`src/rtl/uart_pkg.sv`:
```
// uart_pkg
// Shared definitions for the UART receive-side blocks.
//   rxState_t           : receive frame controller states
//   baudSel_t           : baud-rate select codes (2400/4800/9600/19200)
//   OVERSAMPLE_DEFAULT  : baudTick pulses per bit period
//   DATA_BITS_DEFAULT   : data bits per character
//   baudRate()          : maps a select code to its nominal bit rate
package uart_pkg;

  localparam int OVERSAMPLE_DEFAULT = 16;
  localparam int DATA_BITS_DEFAULT  = 8;

  typedef enum logic [2:0] {
    IDLE,
    START,
    DATA,
    PARITY,
    STOP,
    BREAK
  } rxState_t;

  typedef enum logic [1:0] {
    BAUD_2400  = 2'b00,
    BAUD_4800  = 2'b01,
    BAUD_9600  = 2'b10,
    BAUD_19200 = 2'b11
  } baudSel_t;

  // Nominal line rate in bits per second for a select code, used by the
  // baud generator and by anyone computing divider values.
  function automatic int unsigned baudRate(input baudSel_t sel);
    int unsigned rate;
    rate = 2400;
    case (sel)
      BAUD_2400:  rate = 2400;
      BAUD_4800:  rate = 4800;
      BAUD_9600:  rate = 9600;
      BAUD_19200: rate = 19200;
      default:    rate = 2400;
    endcase
    return rate;
  endfunction

endpackage

```
`src/rtl/uart_rx_sync.sv`:
```
// uart_rx_sync
// Two-flop synchronizer for a single asynchronous input bit.
// Ports:
//   clock : system clock
//   rst   : asynchronous reset, active-high; both flops load RESET_VAL
//   din   : asynchronous input
//   dout  : synchronized output (two clocks of latency)
// Parameters:
//   RESET_VAL : value held by both flops during reset, chosen to match the
//               idle level of the line so reset release causes no edge.
module uart_rx_sync
  import uart_pkg::*;
#(
  parameter logic RESET_VAL = 1'b1
) (
  input  logic clock,
  input  logic rst,
  input  logic din,
  output logic dout
);

  logic meta;

  // First flop may go metastable; the second gives it a full cycle to settle.
  always_ff @(posedge clock or posedge rst) begin
    if (rst) begin
      meta <= RESET_VAL;
      dout <= RESET_VAL;
    end else begin
      meta <= din;
      dout <= meta;
    end
  end

endmodule

```
`src/rtl/uart_rx_frame_ctrl.sv`:
```
// uart_rx_frame_ctrl
// Receive-side frame controller. Detects a start bit on the synchronized
// line, samples each data bit at mid-bit using the oversampling tick,
// optionally checks even parity, checks the stop bit and hands the
// character to the consumer through a one-entry valid/ready register.
// Ports:
//   clock      : system clock
//   rst        : asynchronous reset, active-high; aborts any frame
//   baudTick   : one-cycle pulse, OVERSAMPLE per bit period
//   rxIn       : raw serial line, idle high, asynchronous
//   dataOut    : received character, stable while dataValid is high
//   dataValid  : holding register full
//   dataReady  : consumer accepts when dataValid && dataReady
//   busy       : controller is not idle
//   frameErr   : one-cycle pulse, stop bit sampled low
//   parityErr  : one-cycle pulse, parity mismatch (parity build only)
//   overrunErr : one-cycle pulse, frame completed while register full
// Configuration macro:
//   RX_PARITY_EN : when defined, one even-parity bit is expected between the
//                  data and the stop bit; otherwise parityErr is tied low.
module uart_rx_frame_ctrl
  import uart_pkg::*;
#(
  parameter int DATA_BITS  = DATA_BITS_DEFAULT,
  parameter int OVERSAMPLE = OVERSAMPLE_DEFAULT
) (
  input  logic                 clock,
  input  logic                 rst,
  input  logic                 baudTick,
  input  logic                 rxIn,
  output logic [DATA_BITS-1:0] dataOut,
  output logic                 dataValid,
  input  logic                 dataReady,
  output logic                 busy,
  output logic                 frameErr,
  output logic                 parityErr,
  output logic                 overrunErr
);

  localparam int TICK_W = $clog2(OVERSAMPLE);
  localparam int BIT_W  = (DATA_BITS > 1) ? $clog2(DATA_BITS) : 1;

  // START samples on the tick that would move tickCnt to OVERSAMPLE/2-1,
  // i.e. the tick seen while the counter still holds OVERSAMPLE/2-2.
  localparam logic [TICK_W-1:0] TICK_MID = TICK_W'(OVERSAMPLE / 2 - 2);
  localparam logic [TICK_W-1:0] TICK_END = TICK_W'(OVERSAMPLE - 1);
  localparam logic [BIT_W-1:0]  LAST_BIT = BIT_W'(DATA_BITS - 1);

  logic                 rxS;
  logic                 rxPrev;
  rxState_t             state;
  rxState_t             stateNext;
  logic [TICK_W-1:0]    tickCnt;
  logic [BIT_W-1:0]     bitCnt;
  logic [DATA_BITS-1:0] shiftReg;
  logic                 sampleMid;
  logic                 sampleEnd;
  logic                 shiftEn;
  logic                 commit;
  logic                 stopLow;
  logic                 commitGood;
  logic                 regBlocked;

  uart_rx_sync #(
    .RESET_VAL (1'b1)
  ) u_sync (
    .clock (clock),
    .rst   (rst),
    .din   (rxIn),
    .dout  (rxS)
  );

  assign sampleMid  = baudTick && (tickCnt == TICK_MID);
  assign sampleEnd  = baudTick && (tickCnt == TICK_END);
  assign busy       = (state != IDLE);
  assign regBlocked = dataValid && !dataReady;

  // Previous synchronized line level, reset high so that reset release on an
  // idle line is never mistaken for a start edge.
  always_ff @(posedge clock or posedge rst) begin
    if (rst) begin
      rxPrev <= 1'b1;
    end else begin
      rxPrev <= rxS;
    end
  end

  // State register.
  always_ff @(posedge clock or posedge rst) begin
    if (rst) begin
      state <= IDLE;
    end else begin
      state <= stateNext;
    end
  end

  // Next-state logic and the per-cycle strobes that the datapath acts on.
  always_comb begin
    stateNext = state;
    shiftEn   = 1'b0;
    commit    = 1'b0;
    stopLow   = 1'b0;
    case (state)
      IDLE: begin
        if (rxPrev && !rxS) begin
          stateNext = START;
        end
      end
      START: begin
        if (sampleMid) begin
          stateNext = rxS ? IDLE : DATA;
        end
      end
      DATA: begin
        if (sampleEnd) begin
          shiftEn = 1'b1;
          if (bitCnt == LAST_BIT) begin
`ifdef RX_PARITY_EN
            stateNext = PARITY;
`else
            stateNext = STOP;
`endif
          end
        end
      end
`ifdef RX_PARITY_EN
      PARITY: begin
        if (sampleEnd) begin
          stateNext = STOP;
        end
      end
`endif
      STOP: begin
        if (sampleEnd) begin
          if (rxS) begin
            commit    = 1'b1;
            stateNext = IDLE;
          end else begin
            stopLow   = 1'b1;
            stateNext = BREAK;
          end
        end
      end
      BREAK: begin
        if (rxS) begin
          stateNext = IDLE;
        end
      end
      default: stateNext = IDLE;
    endcase
  end

  // Oversampling counter. Any state change restarts it at zero, so a tick in
  // the transition cycle is absorbed as the new state's first (zero) count.
  always_ff @(posedge clock or posedge rst) begin
    if (rst) begin
      tickCnt <= '0;
    end else if (stateNext != state) begin
      tickCnt <= '0;
    end else if (baudTick) begin
      tickCnt <= (tickCnt == TICK_END) ? '0 : tickCnt + 1'b1;
    end
  end

  // Data bit counter and shift register. Bits arrive LSB first, so each new
  // bit enters at the MSB and the first one ends up in bit 0.
  always_ff @(posedge clock or posedge rst) begin
    if (rst) begin
      bitCnt   <= '0;
      shiftReg <= '0;
    end else begin
      if (state != DATA && stateNext == DATA) begin
        bitCnt <= '0;
      end else if (shiftEn) begin
        bitCnt <= bitCnt + 1'b1;
      end
      if (shiftEn) begin
        if (DATA_BITS > 1) begin
          shiftReg <= {rxS, shiftReg[DATA_BITS-1:1]};
        end else begin
          shiftReg <= rxS;
        end
      end
    end
  end

`ifdef RX_PARITY_EN
  logic parityFlag;

  // Parity flag is cleared at each new start edge and set when the received
  // parity bit disagrees with the even parity of the collected data.
  always_ff @(posedge clock or posedge rst) begin
    if (rst) begin
      parityFlag <= 1'b0;
    end else if (state == IDLE && stateNext == START) begin
      parityFlag <= 1'b0;
    end else if (state == PARITY && sampleEnd && (rxS != (^shiftReg))) begin
      parityFlag <= 1'b1;
    end
  end

  // A frame with bad parity is reported at commit time and never delivered.
  always_ff @(posedge clock or posedge rst) begin
    if (rst) begin
      parityErr <= 1'b0;
    end else begin
      parityErr <= commit && parityFlag;
    end
  end

  assign commitGood = commit && !parityFlag;
`else
  assign parityErr  = 1'b0;
  assign commitGood = commit;
`endif

  // Holding register and the remaining error pulses. A commit while the
  // register is full and not being drained drops the new character; a commit
  // in the same cycle as a handshake simply replaces the drained one.
  always_ff @(posedge clock or posedge rst) begin
    if (rst) begin
      dataOut    <= '0;
      dataValid  <= 1'b0;
      frameErr   <= 1'b0;
      overrunErr <= 1'b0;
    end else begin
      frameErr   <= stopLow;
      overrunErr <= commitGood && regBlocked;
      if (commitGood && !regBlocked) begin
        dataOut   <= shiftReg;
        dataValid <= 1'b1;
      end else if (dataValid && dataReady) begin
        dataValid <= 1'b0;
      end
    end
  end

endmodule

```
`config.mk`:
```
export PLATFORM = sky130hd
export DESIGN_NAME = uart_rx_frame_ctrl
export DESIGN_NICKNAME = d
export VERILOG_FILES = /design/src/rtl/uart_pkg.sv /design/src/rtl/uart_rx_sync.sv /design/src/rtl/uart_rx_frame_ctrl.sv
export SDC_FILE = /design/constraint.sdc
export NUM_CORES = 1
export LEC_CHECK = 0
export CORE_MARGIN = 2
export CORE_UTILIZATION = 54
export CTS_CLUSTER_SIZE = 20
export DETAILED_ROUTE_END_ITERATION = 10
export PLACE_DENSITY = 0.76
export SLEW_MARGIN = 20
export SYNTH_ARGS = -nofsm -noshare
export SYNTH_HDL_FRONTEND = slang
export SYNTH_SLANG_ARGS = --single-unit
```
`constraint.sdc`:
```
create_clock -name clock -period 2.3 [get_ports clock]
set_input_delay 0.69 -clock clock [delete_from_list [all_inputs] [get_ports clock]]
set_output_delay 0.69 -clock clock [all_outputs]
set_load 0.01 [all_outputs]
```
# Yosys cells after proc, flatten, opt, wreduce, memory -nomap -nowiden
# Index checks and enable logic that the tools add are counted.
# op_classes
eq_ne	10
n_mux	24
add_sub_neg	2
reduce_logical	16
# op_table
op	n
3-bit two-way mux	9
3-bit one-hot mux with 5 select lines	1
4-bit two-way mux	3
1-bit two-way mux	10
3-bit equality test, second input constant	3
1-bit logical AND	8
3-bit by 2-bit equality test with 1-bit output, second input constant	2
2-bit nonzero test	3
4-bit by 1-bit adder with 4-bit output, second input constant	1
4-bit by 3-bit equality test with 1-bit output, second input constant	1
4-bit equality test, second input constant	1
3-bit by 1-bit adder with 3-bit output, second input constant	1
3-bit by 1-bit equality test with 1-bit output, second input constant	1
1-bit zero test	3
3-bit zero test	1
3-bit by 2-bit inequality test with 1-bit output, second input constant	1
3-bit inequality test	1
3-bit nonzero test	1
2-bit two-way mux	1
# totals
out_inout_bits	13
input_bits	5
register_bits	32
elab_cells	63

# Longest topological paths before layout
# Gate-level depths: netlist of run 1.
# depth
depth_word	7
ltp_mapped	7
ltp_nobuf	6

# By module
# Synthesis of run 1 repeated with hierarchy kept, for this count alone.
# hier_totals
cells_unflattened	125
hier_area_um2	1552.7
# modules_own_cells
module	area_each_um2	cells_per_inst	n_inst	seq_area_each_um2
uart_rx_frame_ctrl	1496.4	122	1	752.0
uart_rx_sync	56.3	3	1	52.6

# Worst setup path after synthesis of run 1
# No wires, ideal clock.
# synth_path
kind	input to register
start	input baudTick
end	register dataOut[0]
path_stages	7
setup_ns	0.125
arrival_ns	1.773
slack_ns	0.402
path_buffers	3
cell_sequence	buf_4 -> and4_1 -> buf_6 -> nand4_4 -> nand2b_4 -> buf_6 -> mux2_4
# synth_via
elab_chain_cells	4
# synth_lines
element	line_no	rtl
start, declared	uart_rx_frame_ctrl.sv:29	input logic baudTick,
1-bit logical AND	uart_rx_frame_ctrl.sv:74	assign sampleEnd = baudTick && (tickCnt == TICK_END);
1-bit two-way mux	uart_rx_frame_ctrl.sv:134	if (sampleEnd) begin
1-bit two-way mux	uart_rx_frame_ctrl.sv:103	case (state)
1-bit logical AND	uart_rx_frame_ctrl.sv:229	if (commitGood && !regBlocked) begin
end signal, assigned	uart_rx_frame_ctrl.sv:230	dataOut <= shiftReg;
end, declared	uart_rx_frame_ctrl.sv:31	output logic [DATA_BITS-1:0] dataOut,
# No other way between the ends.
# A chain may end at the register's enable or synchronous reset.

# Final worst setup path of run 1
# layout_path
start	register state[0]
end	output busy
# layout_via
elab_chain_cells	1
# layout_lines
element	line_no	rtl
start, declared	uart_rx_frame_ctrl.sv:51	rxState_t state;
start signal, assigned	uart_rx_frame_ctrl.sv:93	state <= stateNext;
3-bit nonzero test	uart_rx_frame_ctrl.sv:75	assign busy = (state != IDLE);
end, declared	uart_rx_frame_ctrl.sv:34	output logic busy,
# No other way between the ends.

==> metrics.md, run 1 <==
| Metric | Value |
|---|---|
| Hold Path Class | flip-flop to flip-flop |
| Clock Pin Slew Worst Setup and Hold Paths | between 0.1 and 0.15 ns |
| Worst Setup Path Type | flip-flop to output port |
| Critical Path AT | around 1.5 ns |
| Total track usage | about a fifth |
| Final HPWL DP | 1980 µm |
| Final wirelength | around 2800 µm |
| Tcrit/Tclk final | 96.7% |
| Routed len/inst | 15.8 µm |
| Core area | 2710 µm² |
| Post-synth EDFFs | 0 |
| Layout area overhead | 19.2% |
| Pre-antenna DRT Iters | 4 |
| Synth warn | 0 |
| Vias after detailed routing | about 990 |
| WP data required | between 1.5 and 2 ns |
| Setup violations, final | 0 |
| Tmin final | 2.22 ns |
| Status | completed |
| Leak pwr | 0.908 nW |
| Leading area contributor after synthesis | dfrtp_1 |
| FFs w/ async S/R, synth | 100% |
| Syn Std Cell Area | between 1500 and 2000 µm² |
| Post-synthesis sequential area ratio | 53.3% |
| Placer Congestion | slightly below 0.9 |
| # DRC | 0 |
| Post-Syn Instances | 121 |
| Antenna violations before repair | 0 |
| Slew at the pin closest to its max-slew limit | 0.558 ns |
| Final Hold Viols | 0 |
| Crit Path Max Fanout | 8 |
| Critical Path Start Type | flip-flop |
| Layout cells sized above 1 | 27.1% |
| Largest net degree at the start of global routing | 21 |
| Routed vias/inst | 5.63 |
| Skew-Pair Late Insertion Delay | roughly 0.34 ns |
| Most frequent cell after synthesis | dfrtp_1 |
| Cts bufs inserted | 5 |
| Synth top cells by count | dfrtp_1 (29), mux2_2 (8), mux2_4 (8), nand2_1 (8), nor2_1 (7) |
| Avg Inst Size Synth | 12.5 µm² |
| Post-synth top area share | 48.1% |
| Maximum clock rate | approximately 450 MHz |
| #FFs+latches synth | 32 |
| Post-CTS setup buffers | 0 |
| Row cnt | 19 |
| Sink Count | 32 |
| Vias in the first global route | 1,023 |
| Final Max Tran Viols | 0 |
| Antenna Cells | 0 |
| Worst Skew | 0.0109 ns |
| Slew HR | approximately 63% |
| Setup repair after global routing missed its margin | no |
| Peak supply drop | 0.000687 V |
| Initial Util | 55.7% |
| Max Cap Violations | 0 |
| Grt ovf | 0 |
| Mapped Nets | 130 |
| Post-Place Cells | 167 |
| Most used DFF post-synth | dfrtp_1 |
| Final ANT Viol Nets | 0 |
| Critical path endpoint category | output port |
| Port Buffer Count | 16 |
| Root Driver | clkbuf_4 |
| Chip Width | around 57 µm |
| Finished Layout Cells | 175 |
| First-pass GRT wire length | around 4700 µm |
| Number of DRC markers in iteration 0 | 19 |
| Yosys cell types | 38 |
| H-tree Lvls | 2 |
| PD cells | 759 nW/µm² |
| Die area | 3230 µm² |
| I/O pin cnt | 18 |
| Die Ht | ~57 µm |
| CTS Buffer Depth | 2 |
| Fin nets | 152 |
| Fin util | between 60% and 70% |
| CTS tree | done |
| Top post-synthesis cells by area | dfrtp_1 (48%), mux2_4 (8.0%), mux2_2 (6.0%), dfstp_2 (5.2%), ha_1 (3.3%) |
[logic make-up (layout without fill, tap and decap cells)]
kind of cell / after synthesis / in the layout / synth area share (%)
xor gates and xnor gates: 2 / 2 / 1.16
AOI/OAI and AO/OA: 15 / 15 / 7.21
adders and majority gates: 4 / 4 / 3.32
DFF: 32 / 32 / 53.3
buffers and inverters: 15 / 38 / 5.64
muxes: 20 / 20 / 16.6
other: 1 / 1 / 0.249
and+or+nand+nor: 32 / 32 / 12.5
[where the power goes]
group	internal, W	switching (W)	leakage, nW
Combinational	0.000127	0.000134	0.439
Clock	0.000227	0.000207	0.0412
Sequential	0.000605	0.0000651	0.428
[timing repair]
item	4_1_cts	5_1_grt
endpoints found under the setup margin	0	1
resized for setup	0	1
hold buffers	0	0
[critical path, stage by stage (launching register included)]
cell,delay (ns)
dfrtp_1,0.49
nor2_1,0.10
nand2_1,0.08
clkdlybuf4s50_1,0.53
[layout make-up]
class	count	area (µm²)
tap	31	38.8
clock buffer	5	37.5
timing repair buffer	24	233
sequential	32	806
fill	213	911
multi-input combinational	74	619
clock inverter	3	42.5
inverter	6	22.5
[through the flow]
stage                     hold slack [ns]  setup slack (ns)  power (W)  cell area [µm²]  setup TNS, ns
after floorplan                     0.345             0.402   0.000853             1510              0
after global placement              0.346          -0.00565   0.000921             1720        -0.0143
after detailed placement            0.350            -0.114   0.000939             1720         -0.787
after CTS                           0.365            0.0122    0.00138             1800              0
after global routing                0.371            0.0255    0.00145             1800              0
final                               0.363            0.0758    0.00137             1800              0
[placed cells by master (no fill, tap or decap), types with 2 or more instances in the layout]
cell type	count
dfrtp_1	28
clkdlybuf4s50_1	16
mux2_4	8
nand2_1	8
mux2_2	8
nor2_1	7
buf_4	7
inv_1	6
clkbuf_4	5
mux2i_1	4
nor3_1	4
ha_1	4
a21oi_1	3
nand3_1	3
dfstp_2	3
nor3b_1	2
xor2_1	2
o21ai_0	2
[final timing paths]
kind                                        start                     end  slack (ns)  cells past startpoint
max                            state[0]$_DFF_PP0_                    busy        0.08                      3
min                         u_sync.meta$_DFF_PP1_   u_sync.dout$_DFF_PP1_        0.36                      0
max reg2reg                tickCnt[0]$_DFFE_PP0P_  tickCnt[1]$_DFFE_PP0P_        0.37                      7
min reg2reg                 u_sync.meta$_DFF_PP1_   u_sync.dout$_DFF_PP1_        0.36                      0
max in group asynchronous                     rst      state[1]$_DFF_PP0_        1.10                      3
min in group asynchronous                     rst    overrunErr$_DFF_PP0_        0.68                      2
[routing by layer]
metal	global-route usage, %	wire length [µm]	share of wire [%]
met1	23.1	1180	43
met5	0	0	0
met2	32.4	1390	50
met4	12.0	84	3.0
met3	5.76	122	4.4
[state kept, by name, summed over array words and instances, names as in the netlist]
signal and cells:
frameErr 1, dataOut 8, state 3, bitCnt 3
dataValid 1, rxPrev 1, tickCnt 4, shiftReg 8
overrunErr 1, u_sync.meta 1, u_sync.dout 1
Note: power is estimated with default switching activity, not from simulation.
==> run 2: changes to the inputs <==
- REMOVE_ABC_BUFFERS: default -> 1
==> run 2 against run 1 <==
Critical path depth is the same. Clock power is 11% higher. Via count fell by 3.4%. Critical endpoint unchanged. Non-clock buffer count down 1. First-iteration DRC count grew to 2.5 times the previous value. Final cell count shrank 0.57%. Final area grew 0.49%. Flip-flop and latch count unchanged. Sequential power about the same. Highest routed layer unchanged.
==> metrics.md, run 2 (synthesis results as in run 1) <==
| Metric | Value |
|---|---|
| Status | completed |
| Slowest CP cell | dfrtp_2 |
| PD cells | between 700 and 800 nW/µm² |
| Grt ovf | 0 |
| Max Cap Violations | 0 |
| # DRC | 0 |
| Cts bufs inserted | 5 |
| Clk pwr share | 34.1% |
| Finished Layout Cells | roughly 170 |
| Largest net degree at the start of global routing | 21 |
| Initial Util | between 50 and 60% |
| Post-Place Cells | 166 |
| Final HPWL DP | 1720 µm |
| Combinational Power Share | 18.0% |
| Clock Pin Slew Worst Setup and Hold Paths | 0.10 ns |
| Row cnt | 19 |
| Tmin final | approximately 2.2 ns |
| Number of DRC markers in iteration 0 | 48 |
| Fin Hold WS | 0.360 ns |
| Vias in the first global route | 980 |
| Tcrit/Tclk final | 94.9% |
| Root Driver | clkbuf_4 |
| Post-CTS setup buffers | 0 |
| Top Registers | dataOut x8, shiftReg x8, tickCnt x4 |
| I/O pin cnt | 18 |
| Vias after detailed routing | 952 |
| Delay-heaviest family, CP | flip-flops |
| Internal Pwr Total | 0.00102 W |
| CTS Buffer Depth | 2 |
| Switch Pwr | 0.000386 W |
| Antenna violations before repair | 0 |
| Routed vias/inst | roughly 5.5 |
| Critical Path AT | 1.49 ns |
| Final Max Tran Viols | 0 |
| Final wirelength | 2390 µm |
| Worst-path cell chain | nor2_1 > nand2_1 > clkdlybuf4s50_1 |
| Setup repair after global routing missed its margin | no |
| Sink Count | 32 |
| Critical path endpoint category | output port |
| Routed len/inst | 13.7 µm |
| Worst Setup Path Type | flip-flop to output port |
| H-tree Lvls | 2 |
| Crit Path Max Fanout | 8 |
| Switch share | 27.4% |
| Pre-antenna DRT Iters | 4 |
| Most common cell after layout, fill and taps aside | dfrtp_1 |
| Fin nets | between 150 and 200 |
| Critical Path Start Type | flip-flop |
| Leak pwr | 0.913 nW |
| Worst path bufs/invs | 1 |
| Worst Skew | 0.00598 ns |
| Die area | roughly 3200 µm² |
| Final Hold Viols | 0 |
| Slew at the pin closest to its max-slew limit | 0.530 ns |
| Final ANT Viol Nets | 0 |
| Total track usage | ~18% |
| Core area | 2710 µm² |
| Peak supply drop | approximately 0.00060 V |
| Delay of the slowest cell on the worst path | 0.47 ns |
| First-pass GRT wire length | 4260 µm |
| Antenna Cells | 0 |
| Port Buffer Count | 16 |
| Placer Congestion | 0.868 |
| CTS tree | done |
| Chip Width | 56.9 µm |
| Layout area overhead | 19.8% |
| Hold Path Class | flip-flop to flip-flop |
| Layout cells sized above 1 | between 20% and 30% |
| Sequential share of power | 47.8% |
| WP data required | 1.61 ns |
| Die Ht | approximately 57 µm |
| Highest-count cells in the layout ignoring fill and taps | dfrtp_1 (27), clkdlybuf4s50_1 (16), mux2_4 (8), nand2_1 (8), mux2_2 (8) |
| Skew-Pair Late Insertion Delay | 0.33 ns |
| Setup violations, final | 0 |
| Maximum clock rate | 458 MHz |
| Slew HR | between 60% and 70% |
run 2: worst paths after layout:
check	start	to	slack [ns]	depth (start not counted)
setup / recovery	state[0]$_DFF_PP0_	busy	0.12	3
hold / removal	u_sync.meta$_DFF_PP1_	u_sync.dout$_DFF_PP1_	0.36	0
setup reg to reg	tickCnt[0]$_DFFE_PP0P_	tickCnt[2]$_DFFE_PP0P_	0.36	7
hold reg to reg	u_sync.meta$_DFF_PP1_	u_sync.dout$_DFF_PP1_	0.36	0
max in group asynchronous	rst	state[1]$_DFF_PP0_	1.11	3
min in group asynchronous	rst	dataValid$_DFFE_PP0P_	0.69	2
run 2: final cells by class:
type / instances / area [µm²]
clock buffers: 7 / 65.1
inverters: 6 / 22.5
clock inverters: 1 / 30.0
fillers: 212 / 902
flip-flops and latches: 32 / 807
repair buffers: 23 / 225
multi-input cells: 74 / 619
well taps: 31 / 38.8
run 2: repair_timing:
action                     4_1_cts  5_1_grt
setup endpoints to repair        0        1
hold buffers                     0        0
resized for setup                0        2
run 2: power by group through the flow:
| stage | combinational, W | sequential (W) | clock, W |
|---|---|---|---|
| floorplan | 0.000177 | 0.000664 | 0 |
| detailed placement | 0.000255 | 0.000682 | 0 |
| CTS | 0.000257 | 0.000670 | 0.000497 |
| global route | 0.000287 | 0.000685 | 0.000525 |
| global placement | 0.000244 | 0.000677 | 0 |
| finish | 0.000254 | 0.000673 | 0.000481 |
run 2: worst register-to-register path, stage by stage (launching register included):
cell	delay (ns)
dfrtp_1	0.45
ha_1	0.28
and4_1	0.27
buf_4	0.17
a211oi_1	0.24
o22ai_1	0.13
buf_4	0.16
nor3_1	0.18
run 2: routing by layer:
layer  global-route usage [%]  share of wire, %  vias up
li1                         -                 -      465
met1                     22.7                47      458
met2                     25.2                45       23
met3                     7.37               5.6        6
met4                     8.97               2.0        0
met5                        0                 0        -
run 2: through the flow:
step                util [%]  instance area, µm²  setup TNS [ns]  setup WS (ns)  power, W
finish                  66.7                1810               0          0.118   0.00141
global placement        63.1                1710               0        0.00333  0.000922
detailed placement      63.1                1710          -0.211        -0.0487  0.000937
global route            66.7                1810               0         0.0302   0.00150
CTS                     66.6                1810               0         0.0550   0.00142
floorplan                  -                1450               0          0.545  0.000841
